**src/rtl/cu_pkg.sv**
```systemverilog
// rtl/cu_pkg.sv - opcode, state and ALU encodings shared by the control unit
package cu_pkg;

    localparam logic [2:0] OP_NOP = 3'b000;
    localparam logic [2:0] OP_LDA = 3'b001;
    localparam logic [2:0] OP_STA = 3'b010;
    localparam logic [2:0] OP_ADD = 3'b011;
    localparam logic [2:0] OP_SUB = 3'b100;
    localparam logic [2:0] OP_JMP = 3'b101;
    localparam logic [2:0] OP_JZ  = 3'b110;
    localparam logic [2:0] OP_HLT = 3'b111;

    typedef enum logic [2:0] {
        ST_FETCH   = 3'd0,
        ST_DECODE  = 3'd1,
        ST_EXEC_RD = 3'd2,
        ST_EXEC_WR = 3'd3,
        ST_HALT    = 3'd4,
        ST_FAULT   = 3'd5
    } state_e;

    localparam logic [1:0] ALU_PASS = 2'b00;
    localparam logic [1:0] ALU_ADD  = 2'b01;
    localparam logic [1:0] ALU_SUB  = 2'b10;

    function automatic logic [1:0] alu_for(input logic [2:0] op);
        case (op)
            OP_ADD:  return ALU_ADD;
            OP_SUB:  return ALU_SUB;
            default: return ALU_PASS;
        endcase
    endfunction

endpackage

```
**src/rtl/control_wait_timer.sv**
```systemverilog
// rtl/control_wait_timer.sv - saturating memory-wait counter with timeout flag
module control_wait_timer #(
    parameter int MEM_TIMEOUT = 15,
    parameter int CNT_W       = 4
) (
    input  logic clk_i,
    input  logic resetn_i,
    input  logic wait_i,
    input  logic clear_i,
    output logic timeout_o
);

    localparam logic [CNT_W-1:0] CNT_MAX = '1;
    localparam logic [CNT_W-1:0] LIMIT   = CNT_W'(MEM_TIMEOUT);

    logic [CNT_W-1:0] cnt_q, cnt_d;

    always_comb begin
        cnt_d = cnt_q;
        if (clear_i) begin
            cnt_d = '0;
        end else if (wait_i && (cnt_q != CNT_MAX)) begin
            cnt_d = cnt_q + CNT_W'(1);
        end
    end

    always_ff @(posedge clk_i) begin
        if (!resetn_i) begin
            cnt_q <= '0;
        end else begin
            cnt_q <= cnt_d;
        end
    end

    // The flag is qualified by wait_i so a ready on the limit cycle completes normally.
    assign timeout_o = (MEM_TIMEOUT != 0) && wait_i && (cnt_q == LIMIT);

endmodule

```
**src/rtl/control_unit.sv**
```systemverilog
// rtl/control_unit.sv - fetch/decode/execute sequencer for the 8-bit accumulator CPU
module control_unit
    import cu_pkg::*;
#(
    parameter int MEM_TIMEOUT = 15,
    parameter int CNT_W       = 4
) (
    input  logic       CLK,
    input  logic       RESET,
    input  logic [7:0] IR_IN,
    input  logic       ZERO,
    input  logic       MEM_READY,
    output logic       HIR,
    output logic       INC_PC,
    output logic       HPC,
    output logic       ADDR_SEL,
    output logic       MEM_RD,
    output logic       MEM_WR,
    output logic       HACC,
    output logic [1:0] ALU_OP,
    output logic       HALTED,
    output logic       FAULT,
    output logic [2:0] STATE_OUT
);

    state_e state_q, state_d;
    logic   wait_en;
    logic   clear;
    logic   timeout;
    logic   unused_operand;

    assign unused_operand = &{1'b0, IR_IN[4:0]};

    // Kept outside the FSM block so the timer sees no loop through state_d.
    assign wait_en = !MEM_READY && ((state_q == ST_FETCH) ||
                                    (state_q == ST_EXEC_RD) ||
                                    (state_q == ST_EXEC_WR));
    assign clear   = (state_d != state_q);

    control_wait_timer #(
        .MEM_TIMEOUT(MEM_TIMEOUT),
        .CNT_W      (CNT_W)
    ) u_wait_timer (
        .clk_i    (CLK),
        .resetn_i (RESET),
        .wait_i   (wait_en),
        .clear_i  (clear),
        .timeout_o(timeout)
    );

    always_ff @(posedge CLK) begin
        if (!RESET) begin
            state_q <= ST_FETCH;
        end else begin
            state_q <= state_d;
        end
    end

    always_comb begin
        state_d   = state_q;
        HIR       = 1'b0;
        INC_PC    = 1'b0;
        HPC       = 1'b0;
        ADDR_SEL  = 1'b0;
        MEM_RD    = 1'b0;
        MEM_WR    = 1'b0;
        HACC      = 1'b0;
        ALU_OP    = ALU_PASS;
        HALTED    = 1'b0;
        FAULT     = 1'b0;
        STATE_OUT = state_q;

        case (state_q)
            ST_FETCH: begin
                MEM_RD = 1'b1;
                if (MEM_READY) begin
                    HIR     = 1'b1;
                    INC_PC  = 1'b1;
                    state_d = ST_DECODE;
                end else if (timeout) begin
                    state_d = ST_FAULT;
                end
            end
            ST_DECODE: begin
                case (IR_IN[7:5])
                    OP_NOP:                 state_d = ST_FETCH;
                    OP_LDA, OP_ADD, OP_SUB: state_d = ST_EXEC_RD;
                    OP_STA:                 state_d = ST_EXEC_WR;
                    OP_JMP: begin
                        HPC     = 1'b1;
                        state_d = ST_FETCH;
                    end
                    OP_JZ: begin
                        HPC     = ZERO;
                        state_d = ST_FETCH;
                    end
                    default:                state_d = ST_HALT;
                endcase
            end
            ST_EXEC_RD: begin
                ADDR_SEL = 1'b1;
                MEM_RD   = 1'b1;
                ALU_OP   = alu_for(IR_IN[7:5]);
                if (MEM_READY) begin
                    HACC    = 1'b1;
                    state_d = ST_FETCH;
                end else if (timeout) begin
                    state_d = ST_FAULT;
                end
            end
            ST_EXEC_WR: begin
                ADDR_SEL = 1'b1;
                MEM_WR   = 1'b1;
                if (MEM_READY) begin
                    state_d = ST_FETCH;
                end else if (timeout) begin
                    state_d = ST_FAULT;
                end
            end
            ST_HALT:  HALTED  = 1'b1;
            ST_FAULT: FAULT   = 1'b1;
            default:  state_d = ST_FAULT;
        endcase

        // Reset squashes every output, including the debug state, in the same cycle.
        if (!RESET) begin
            HIR       = 1'b0;
            INC_PC    = 1'b0;
            HPC       = 1'b0;
            ADDR_SEL  = 1'b0;
            MEM_RD    = 1'b0;
            MEM_WR    = 1'b0;
            HACC      = 1'b0;
            ALU_OP    = ALU_PASS;
            HALTED    = 1'b0;
            FAULT     = 1'b0;
            STATE_OUT = 3'd0;
        end
    end

endmodule

```
**config.mk**
```make
export PLATFORM = sky130hd
export DESIGN_NAME = control_unit
export DESIGN_NICKNAME = d
export VERILOG_FILES = /design/src/rtl/cu_pkg.sv /design/src/rtl/control_wait_timer.sv /design/src/rtl/control_unit.sv
export SDC_FILE = /design/constraint.sdc
export NUM_CORES = 1
export LEC_CHECK = 0
export CAP_MARGIN = 25
export CORE_MARGIN = 4
export CORE_UTILIZATION = 30
export CTS_CLUSTER_DIAMETER = 120
export DETAILED_ROUTE_END_ITERATION = 10
export GPL_ROUTABILITY_DRIVEN = 0
export MAX_ROUTING_LAYER = met4
export PLACE_DENSITY_LB_ADDON = 0.1
export SLEW_MARGIN = 10
export SYNTH_ARGS = -nofsm -noshare
export SYNTH_HDL_FRONTEND = slang
export SYNTH_HIERARCHICAL = 1
export SYNTH_SLANG_ARGS = --single-unit
export TNS_END_PERCENT = 5
```
**constraint.sdc**
```tcl
create_clock -name CLK -period 2.35 [get_ports CLK]
set_input_delay 0.235 -clock CLK [delete_from_list [all_inputs] [get_ports CLK]]
set_output_delay 0.235 -clock CLK [all_outputs]
set_load 0.01 [all_outputs]
```
# Yosys cells after proc, flatten, opt, wreduce, memory -nomap -nowiden
# Index checks and enable logic that the tools add are counted.
# op_classes
addsub	1
bitwise	1
muxes	27
n_reduce_logical	14
magnitude_cmp	0
eq_ne	14
multipliers	0
n_shift	0
div	0
# op_table
operator	n
$mux W1	17
$eq A3 B3 Y1 const B	5
$eq A3 B2 Y1 const B	4
$mux W3	4
$pmux W3 S4	1
$pmux W3 S3	1
$reduce_or A2 Y1	4
$eq A3 B1 Y1 const B	2
$logic_not A3 Y1	2
$reduce_or A3 Y1	2
$add A4 B1 Y4 const B	1
$eq A4 B4 Y1 const B	1
$mux W2	2
$ne A4 B4 Y1 const B	1
$pmux W2 S2	1
$logic_and A1 B1 Y1	3
$ne A3 B3 Y1	1
$logic_or A1 B1 Y1	2
$pmux W1 S2	1
$logic_not A1 Y1	1
$not A1 Y1	1
# totals
regBits	7
ram_bits	0
mem_count	0
elab_cells	59
latchBits	0
out_inout_bits	14
mem_bits_ro	0
in_bits	12

# Longest topological paths before layout
# Gate-level depths: netlist of run 1.
# depth
word_depth	10
depth_mapped	8
mapped_depth_nobuf	7

# Hierarchy
# Netlist of run 1, hierarchy kept.
# modules_own_cells
mod	instances	area_per_inst_um2	cells_per_inst	seq_area_each_um2
control_unit	1	327.8	48	60.1
control_wait_timer	1	201.4	22	80.1

# Worst setup path before layout of run 1
# OpenSTA, ideal clock, no wires.
# synth_path
path_type	reg-to-reg
startpoint	register state_q[0]
endpoint	register u_wait_timer.cnt_q[2]
required_time_ps	2272
period_less_slack_ps	1824
arrival_time_ps	1746
path_buffers	1
setup_time_ps	78
path_slack_ps	526
path_stages_with_launch	9
path_cell_list	dfxtp_1 > buf_2 > nor2b_1 > nor3_1 > and4_2 > nor4_1 > a21oi_1 > nand2b_1 > nor3_1
# synth_via
elab_chain_len	10
elab_cells_between_ends	19
classes_between	eq/ne: 6; mux: 4; reduce/logical: 9
# synth_rtl
item	line_no	source
from (decl)	control_unit.sv:26	state_e state_q, state_d;
from (signal assigned)	control_unit.sv:55	state_q <= state_d;
$eq A3 B2 Y1 or $logic_not A3 Y1 (tied branches)	control_unit.sv:36, control_unit.sv:35	
$logic_or A1 B1 Y1	control_unit.sv:35	assign wait_en = !MEM_READY && ((state_q == ST_FETCH) ||
$logic_or A1 B1 Y1 *	control_unit.sv:36	(state_q == ST_EXEC_RD) ||
$logic_and A1 B1 Y1 *	control_unit.sv:35	
named net wait_en	control_unit.sv:27	logic wait_en;
$logic_and A1 B1 Y1 *	control_wait_timer.sv:36	assign timeout_o = (MEM_TIMEOUT != 0) && wait_i && (cnt_q == LIMIT);
named net timeout	control_unit.sv:29	logic timeout;
$mux W3 *	control_unit.sv:80, control_unit.sv:107, control_unit.sv:116	
$mux W3 (on tied branches)	control_unit.sv:104, control_unit.sv:76	
$pmux W3 S4 *	control_unit.sv:73	case (state_q)
$ne A3 B3 Y1 *	control_unit.sv:38	assign clear = (state_d != state_q);
named net clear	control_unit.sv:28	logic clear;
$reduce_or A2 Y1 (no line) *	-	
to (signal assigned)	control_wait_timer.sv:31	cnt_q <= cnt_d;
to (decl)	control_wait_timer.sv:16	logic [CNT_W-1:0] cnt_q, cnt_d;
# Mark *: on every way through the listed nets, which the timed path passes. The rest lies on a longest branch.
# A chain may end at the register's enable or synchronous reset.

# Worst setup path after layout of run 1
# layout_path
startpoint	register state_q[2]
endpoint	output INC_PC
# layout_via
elab_chain_len	3
# layout_rtl
item	line_no	source
$logic_not A3 Y1	control_unit.sv:73	
$mux W1	control_unit.sv:73	
$mux W1	control_unit.sv:126	if (!RESET) begin
to (decl)	control_unit.sv:14	output logic INC_PC,
# No other way between the ends.

==> key figures, run 1 <==
Worst hold path
  – Worst Hold End: u_wait_timer/cnt_q[1]
  – Hold Path Depth: 2
  – Hold wc startpoint: u_wait_timer/cnt_q[1]
  – Worst Hold Class: register to register

STA
  – Final setup viols: 0
  – Setup Total Neg Slack: 0 ns
  – Max Clock Freq: 472 MHz
  – Clock period minus worst slack: 2.12 ns
  – Slew of the pin with the lowest slew margin: 0.340 ns
  – Rel. slew slack: 77.0%
  – Clock Skews: 0.00431 ns
  – RSZ-0062 raised after global routing: no
  – Fin Hold WS: 0.510 ns
  – Final-report max-slew violation count: 0
  – Final period util: 90.1%
  – Final hold viol count: 0

Critical path
  – Reg2Reg Capture Point: u_wait_timer/cnt_q[2]
  – CP arrival: 1.88 ns
  – Worst r2r src: state_q[1]
  – Setup CP Type: register to output port
  – Worst Path Required: 2.12 ns
  – Crit path max fanout: 11
  – Worst R2R Path Depth: 7
  – Worst path slowest cell: clkdlybuf4s50_1
  – Kind of end point of the critical path: output port
  – Critical Path Max Stage Delay: 0.61 ns
  – Reg2Reg Setup Slack: 0.51 ns
  – Buffer and inverter count on the worst path: 1
  – Delay-heaviest family, CP: simple AND/OR/NAND/NOR gates
  – Critical path launch point type: register
  – Crit-path cells: nand2b_1 > nor4b_1 > clkdlybuf4s50_1

CTS
  – CTS clock-pin slew for the worst setup and hold paths: 0.05 ns
  – CTS tree: done
  – Post-CTS setup buffer count: 0
  – Clock root buffer: clkbuf_4
  – Clk buf depth: 2
  – Count of hold-fix buffers inserted at cts: 0
  – Clock Sinks: 7
  – Post-CTS sizing: 0
  – Worst skew pair latency: 0.25 ns
  – # H-tree levels: 1
  – Inserted Clock Buffers: 3

Yosys
  – Post-Syn Area: 529 µm²
  – Register bit count reported by yosys: 7
  – Synth area leader: dfxtp_1
  – Post-synth EDFFs: 0
  – Ys async rst share: 0%
  – Top-area cell type share of the netlist area: 26.5%
  – Count leader, synth: dfxtp_1
  – Area contributors post-synth: dfxtp_1 26%, nand3b_1 5.7%, nor3_1 4.7%
  – Post-synth cell types: 32
  – Sequential share of the synthesized area: 26.5%
  – Post-synth net total: 83
  – Synth Flop Type: dfxtp_1
  – Synth warnings: 6
  – Avg Synthesized Cell Area: 7.56 µm²
  – Gate Count Post-Synth: 70
  – Commonest cells post-synth: 7 x dfxtp_1, 6 x inv_1, 5 x nor2_1, 5 x nor3_1

Die
  – Die area: 0.00250 mm²
  – Die Wd: 50 µm
  – Core footprint: 0.00159 mm²
  – Initial core utilization: 33.2%
  – IO Count: 26
  – Rows: 14
  – DIE HEIGHT: 50 µm

Routing
  – 1st-iter DRT viols: 10
  – Detailed Routing Iterations Pass 1: 4
  – DRC violations left: 0
  – DR WL/cell: 11.1 µm
  – Final ANT Viol Nets: 0
  – Detailed-route via count: 576
  – Final WL: 1310 µm
  – DR vias/cell: 4.88

Final layout
  – Nets: 108
  – Share of cells above drive strength 1: 11.7%
  – Layout area overhead: 50.4%
  – Antenna fix cells: 0

Job
  – Max-cap violations: 0

Pwr
  – PwrDens: 412 mW/mm²
  – Max VDD drop: 242 µV
  – Leakage: 0.310 nW

GRT
  – Largest net degree at the start of global routing: 12
  – Overflow after GRT: 0
  – Total track usage: 11.5%
  – First-pass GRT wire length: 2170 µm
  – Vias in the first global route: 483
  – Initial antenna violation count: 0

Place
  – Port bufs: 20
  – Post-DP HPWL: 998 µm

Run status
  – Status: finished clean
final cells by class:
class,count,area [µm²]
flip-flops and latches,7,140
well taps,24,30.0
repair buffers,24,230
clock buffers,4,26.3
inverters,6,22.5
multi-input cells,53,347
fillers,169,798
cells in the final DEF, fill, tap and decap left out, drive strengths merged, types with 2 or more instances in the layout:
cell / n
inv: 6
clkbuf: 4
clkdlybuf4s50: 20
or3: 2
nand3b: 4
a211oi: 2
nor3: 5
nor2: 5
a21oi: 4
and3: 3
buf: 4
dfxtp: 7
nand2b: 3
nand2: 2
nor4: 2
and2: 3
o21ai: 4
how the worst max path moves through the flow:
stage                          start                    end  cells past startpoint
after detailed placement       RESET                 INC_PC                      4
after CTS                 state_q[2]                 INC_PC                      3
after global routing      state_q[2]                 INC_PC                      3
after floorplan           state_q[0]  u_wait_timer/cnt_q[2]                      8
after global placement         RESET                    HIR                      4
final                     state_q[2]                 INC_PC                      3
layer usage:
metal / vias up / track usage [%] / part of all wire, %
met4: 0 / 2.76 / 0
met3: 0 / 4.52 / 5.4
met2: 16 / 15.9 / 42
li1: 305 / - / -
met1: 255 / 15.4 / 53
met5: - / - / 0
worst reg2reg max path: stages, from the launching register on:
cell and delay, ns:
dfxtp_1 0.41, nor2b_1 0.23, nor3_1 0.08, and4_2 0.28
nor4_1 0.27, a21oi_1 0.05, nand2b_1 0.22, nor3_1 0.21
registers in the layout, summed over array words and instances, names as in the netlist:
name and count:
u_wait_timer/cnt_q 4, state_q 3
stage by stage:
stage          util (%)  instance area [µm²]  setup WS (ns)  power [mW]  cells
2_1_floorplan         -                  529          0.526       0.175     70
3_3_place_gp       48.3                  769          0.240       0.221    114
3_5_place_dp       48.3                  769          0.236       0.221    114
4_1_cts            49.9                  796          0.202       0.334    118
5_1_grt            49.9                  796         0.0463       0.353    118
6_report           49.9                  796          0.232       0.328    118
kinds of logic (layout without fill, tap and decap cells):
| group | Yosys count | in the layout | synth area share [%] |
|---|---|---|---|
| compound gates | 16 | 16 | 20.3 |
| buf+inv | 10 | 34 | 8.04 |
| simple gates | 36 | 36 | 42.8 |
| flops | 7 | 7 | 26.5 |
| fa+ha+maj | 1 | 1 | 2.36 |
report_power, final:
part / switching [mW] / internal (mW)
clock: 0.0438 / 0.0648
combinational: 0.0416 / 0.0479
sequential: 0.00609 / 0.124
No activity file was read; power rests on OpenSTA's default activity.
==> run 2, diff against run 1 <==
- CORE_UTILIZATION: 30 -> 40
- SYNTH_HIERARCHICAL: 1 -> default
==> run 2 against run 1 <==
Against the previous run: non-clock buffer count is 2 lower; total power up 11%; worst hold slack gained 0.038 ns; clock-buffer cell count unchanged; sequential cell count unchanged; critical endpoint is now ALU_OP[0].
==> key figures, run 2 <==
Worst hold path
  – Worst Hold End: u_wait_timer.cnt_q[1]
  – Hold wc startpoint: u_wait_timer.cnt_q[1]
  – Worst Hold Class: register to register
  – Hold Path Depth: 2

CTS
  – Clk buf depth: 2
  – CTS tree: done
  – Inserted Clock Buffers: 3
  – Count of hold-fix buffers inserted at cts: 0
  – CTS clock-pin slew for the worst setup and hold paths: 0.05 ns
  – Post-CTS sizing: 0
  – Post-CTS setup buffer count: 0
  – Clock Sinks: 7
  – Worst skew pair latency: 0.25 ns
  – # H-tree levels: 1
  – Clock root buffer: clkbuf_4

STA
  – Clock period minus worst slack: 2.14 ns
  – Rel. slew slack: 71.5%
  – Final-report max-slew violation count: 0
  – Final hold viol count: 0
  – Final period util: 90.9%
  – Final setup viols: 0
  – RSZ-0062 raised after global routing: no
  – Max Clock Freq: 468 MHz
  – Clock Skews: 0.00333 ns
  – Setup Total Neg Slack: 0 ns
  – Slew of the pin with the lowest slew margin: 0.426 ns

Place
  – Port bufs: 20
  – Post-DP HPWL: 1100 µm
  – Placed insts: 108
  – Placed cell area: 790 µm²

Final layout
  – Max reg flops: 4
  – Nets: 111
  – Post-route cell area: 816 µm²
  – Commonest non-fill, non-tap cell in the layout: clkdlybuf4s50_1
  – Non-Filler Instances: 112
  – Commonest non-fill, non-tap cells in the layout: 20 x clkdlybuf4s50_1, 7 x nor3_1, 7 x dfxtp_1
  – Area of the multi-input gates: 400 µm²
  – Share of cells above drive strength 1: 11.3%
  – Layout area overhead: 40.5%
  – Filler Cells Inserted: 124
  – Antenna fix cells: 0
  – Largest registers: u_wait_timer.cnt_q (4), state_q (3)
  – Storage element area: 140 µm²
  – Largest Register: u_wait_timer.cnt_q

Critical path
  – Worst r2r src: state_q[0]
  – Setup CP Type: register to output port
  – Kind of end point of the critical path: output port
  – Worst R2R Path Depth: 4
  – Reg2Reg Setup Slack: 0.72 ns
  – Worst Path Required: 2.12 ns
  – CP arrival: 1.90 ns
  – Crit path max fanout: 11
  – Reg2Reg Capture Point: u_wait_timer.cnt_q[2]
  – Critical path launch point type: register

Yosys
  – Ys async rst share: 0%
  – Top-area cell type share of the netlist area: 24.1%
  – Post-Syn Area: 581 µm²
  – Area contributors post-synth: dfxtp_1 24%, nor3_1 6.0%, and3_1 5.4%
  – Avg Synthesized Cell Area: 7.74 µm²
  – Post-synth EDFFs: 0
  – Synth area leader: dfxtp_1
  – Commonest cells post-synth: 7 x dfxtp_1, 7 x nor3_1, 5 x and3_1, 5 x nand2_1, 5 x nor2_1
  – Register bit count reported by yosys: 7
  – Sequential share of the synthesized area: 24.1%
  – Synth Flop Type: dfxtp_1
  – Synth warnings: 0
  – Post-synth net total: 88
  – Gate Count Post-Synth: 75
  – Post-synth cell types: 34

Routing
  – 1st-iter DRT viols: 12
  – Detailed-route via count: 612
  – DR WL/cell: 12.5 µm
  – Detailed Routing Iterations Pass 1: 4
  – Final WL: 1400 µm
  – Final ANT Viol Nets: 0
  – DRC violations left: 0
  – DR vias/cell: 5.46

GRT
  – Met2 usage: 25.5%
  – Vias in the first global route: 554
  – Initial antenna violation count: 0
  – Met3 usage: 4.69%
  – Largest net degree at the start of global routing: 12
  – Met1 usage: 17.3%
  – Total track usage: 15.7%
  – First-pass GRT wire length: 2330 µm
  – Overflow after GRT: 0
  – Most Crowded Layer GR: met2

Die
  – Initial core utilization: 43.5%
  – Die Wd: 46.1 µm
  – DIE HEIGHT: 46.1 µm
  – IO Count: 26
  – Die area: 0.00212 mm²
  – Rows: 13
  – Core footprint: 0.00133 mm²

Job
  – Max-cap violations: 0

Pwr
  – Switching pwr: 0.115 mW
  – Reg power frac: 38.6%
  – Combinational share of power: 30.5%
  – PwrDens: 445 mW/mm²
  – Max VDD drop: 237 µV
  – Sw frac: 31.8%
  – Leakage: 0.308 nW
  – Pwr Total: 0.363 mW
  – Pint: 0.248 mW
  – Clock power frac: 30.9%

Run status
  – Status: finished clean
==> run 2: critical path, stage by stage (launching register included) <==
cell,delay (ns)
dfxtp_1,0.43
nor2b_1,0.22
nand2_1,0.11
nor4_1,0.29
clkdlybuf4s50_1,0.59
==> run 2: per-layer routing <==
metal | up-vias | part of all wire [%]
met5 | - | 0
met4 | 0 | 1.4
met3 | 4 | 8.6
met2 | 19 | 47
met1 | 274 | 43
li1 | 315 | -
==> run 2: kinds of logic (layout without fill, tap and decap cells) <==
family	count (synthesis)	count (layout)	share of synthesized area, %
simple gates	40	40	40.5
compound gates	14	14	17.9
buf+inv	8	30	6.90
flops	7	7	24.1
mux	3	3	5.39
xor+xnor	2	2	3.02
fa+ha+maj	1	1	2.15
==> run 2: cell type report <==
| type | instances | share of cell area, % |
|---|---|---|
| Clock buffer | 4 | 3.22 |
| Inverter | 4 | 1.84 |
| Timing Repair Buffer | 22 | 26.4 |
| Multi-Input combinational cell | 60 | 49.1 |
| Sequential cell | 7 | 17.2 |
| Tap cell | 15 | 2.30 |
==> run 2: power by group through the flow <==
stage                     logic, mW  clock network (mW)  registers (mW)
final                         0.111               0.112           0.140
after CTS                     0.111               0.113           0.140
after detailed placement      0.111                   0           0.143
after global routing          0.123               0.123           0.143
after floorplan              0.0772                   0           0.132
after global placement        0.110                   0           0.143
==> run 2: worst max path at each step <==
stage / from / endpoint / slack, ns
after floorplan: u_wait_timer.cnt_q[0] / u_wait_timer.cnt_q[1] / 0.89
after global placement: IR_IN[6] / HPC / 0.22
after detailed placement: IR_IN[6] / HPC / 0.21
after CTS: state_q[2] / ALU_OP[0] / 0.22
after global routing: state_q[2] / ALU_OP[0] / 0.08
final: state_q[2] / ALU_OP[0] / 0.21
==> run 2: metrics by stage <==
| step | setup slack (ns) | hold slack (ns) | util (%) |
|---|---|---|---|
| floorplan | 0.886 | 0.419 | - |
| global placement | 0.220 | 0.532 | 59.2 |
| detailed placement | 0.215 | 0.538 | 59.2 |
| CTS | 0.215 | 0.550 | 61.2 |
| global route | 0.0811 | 0.603 | 61.2 |
| finish | 0.214 | 0.548 | 61.2 |
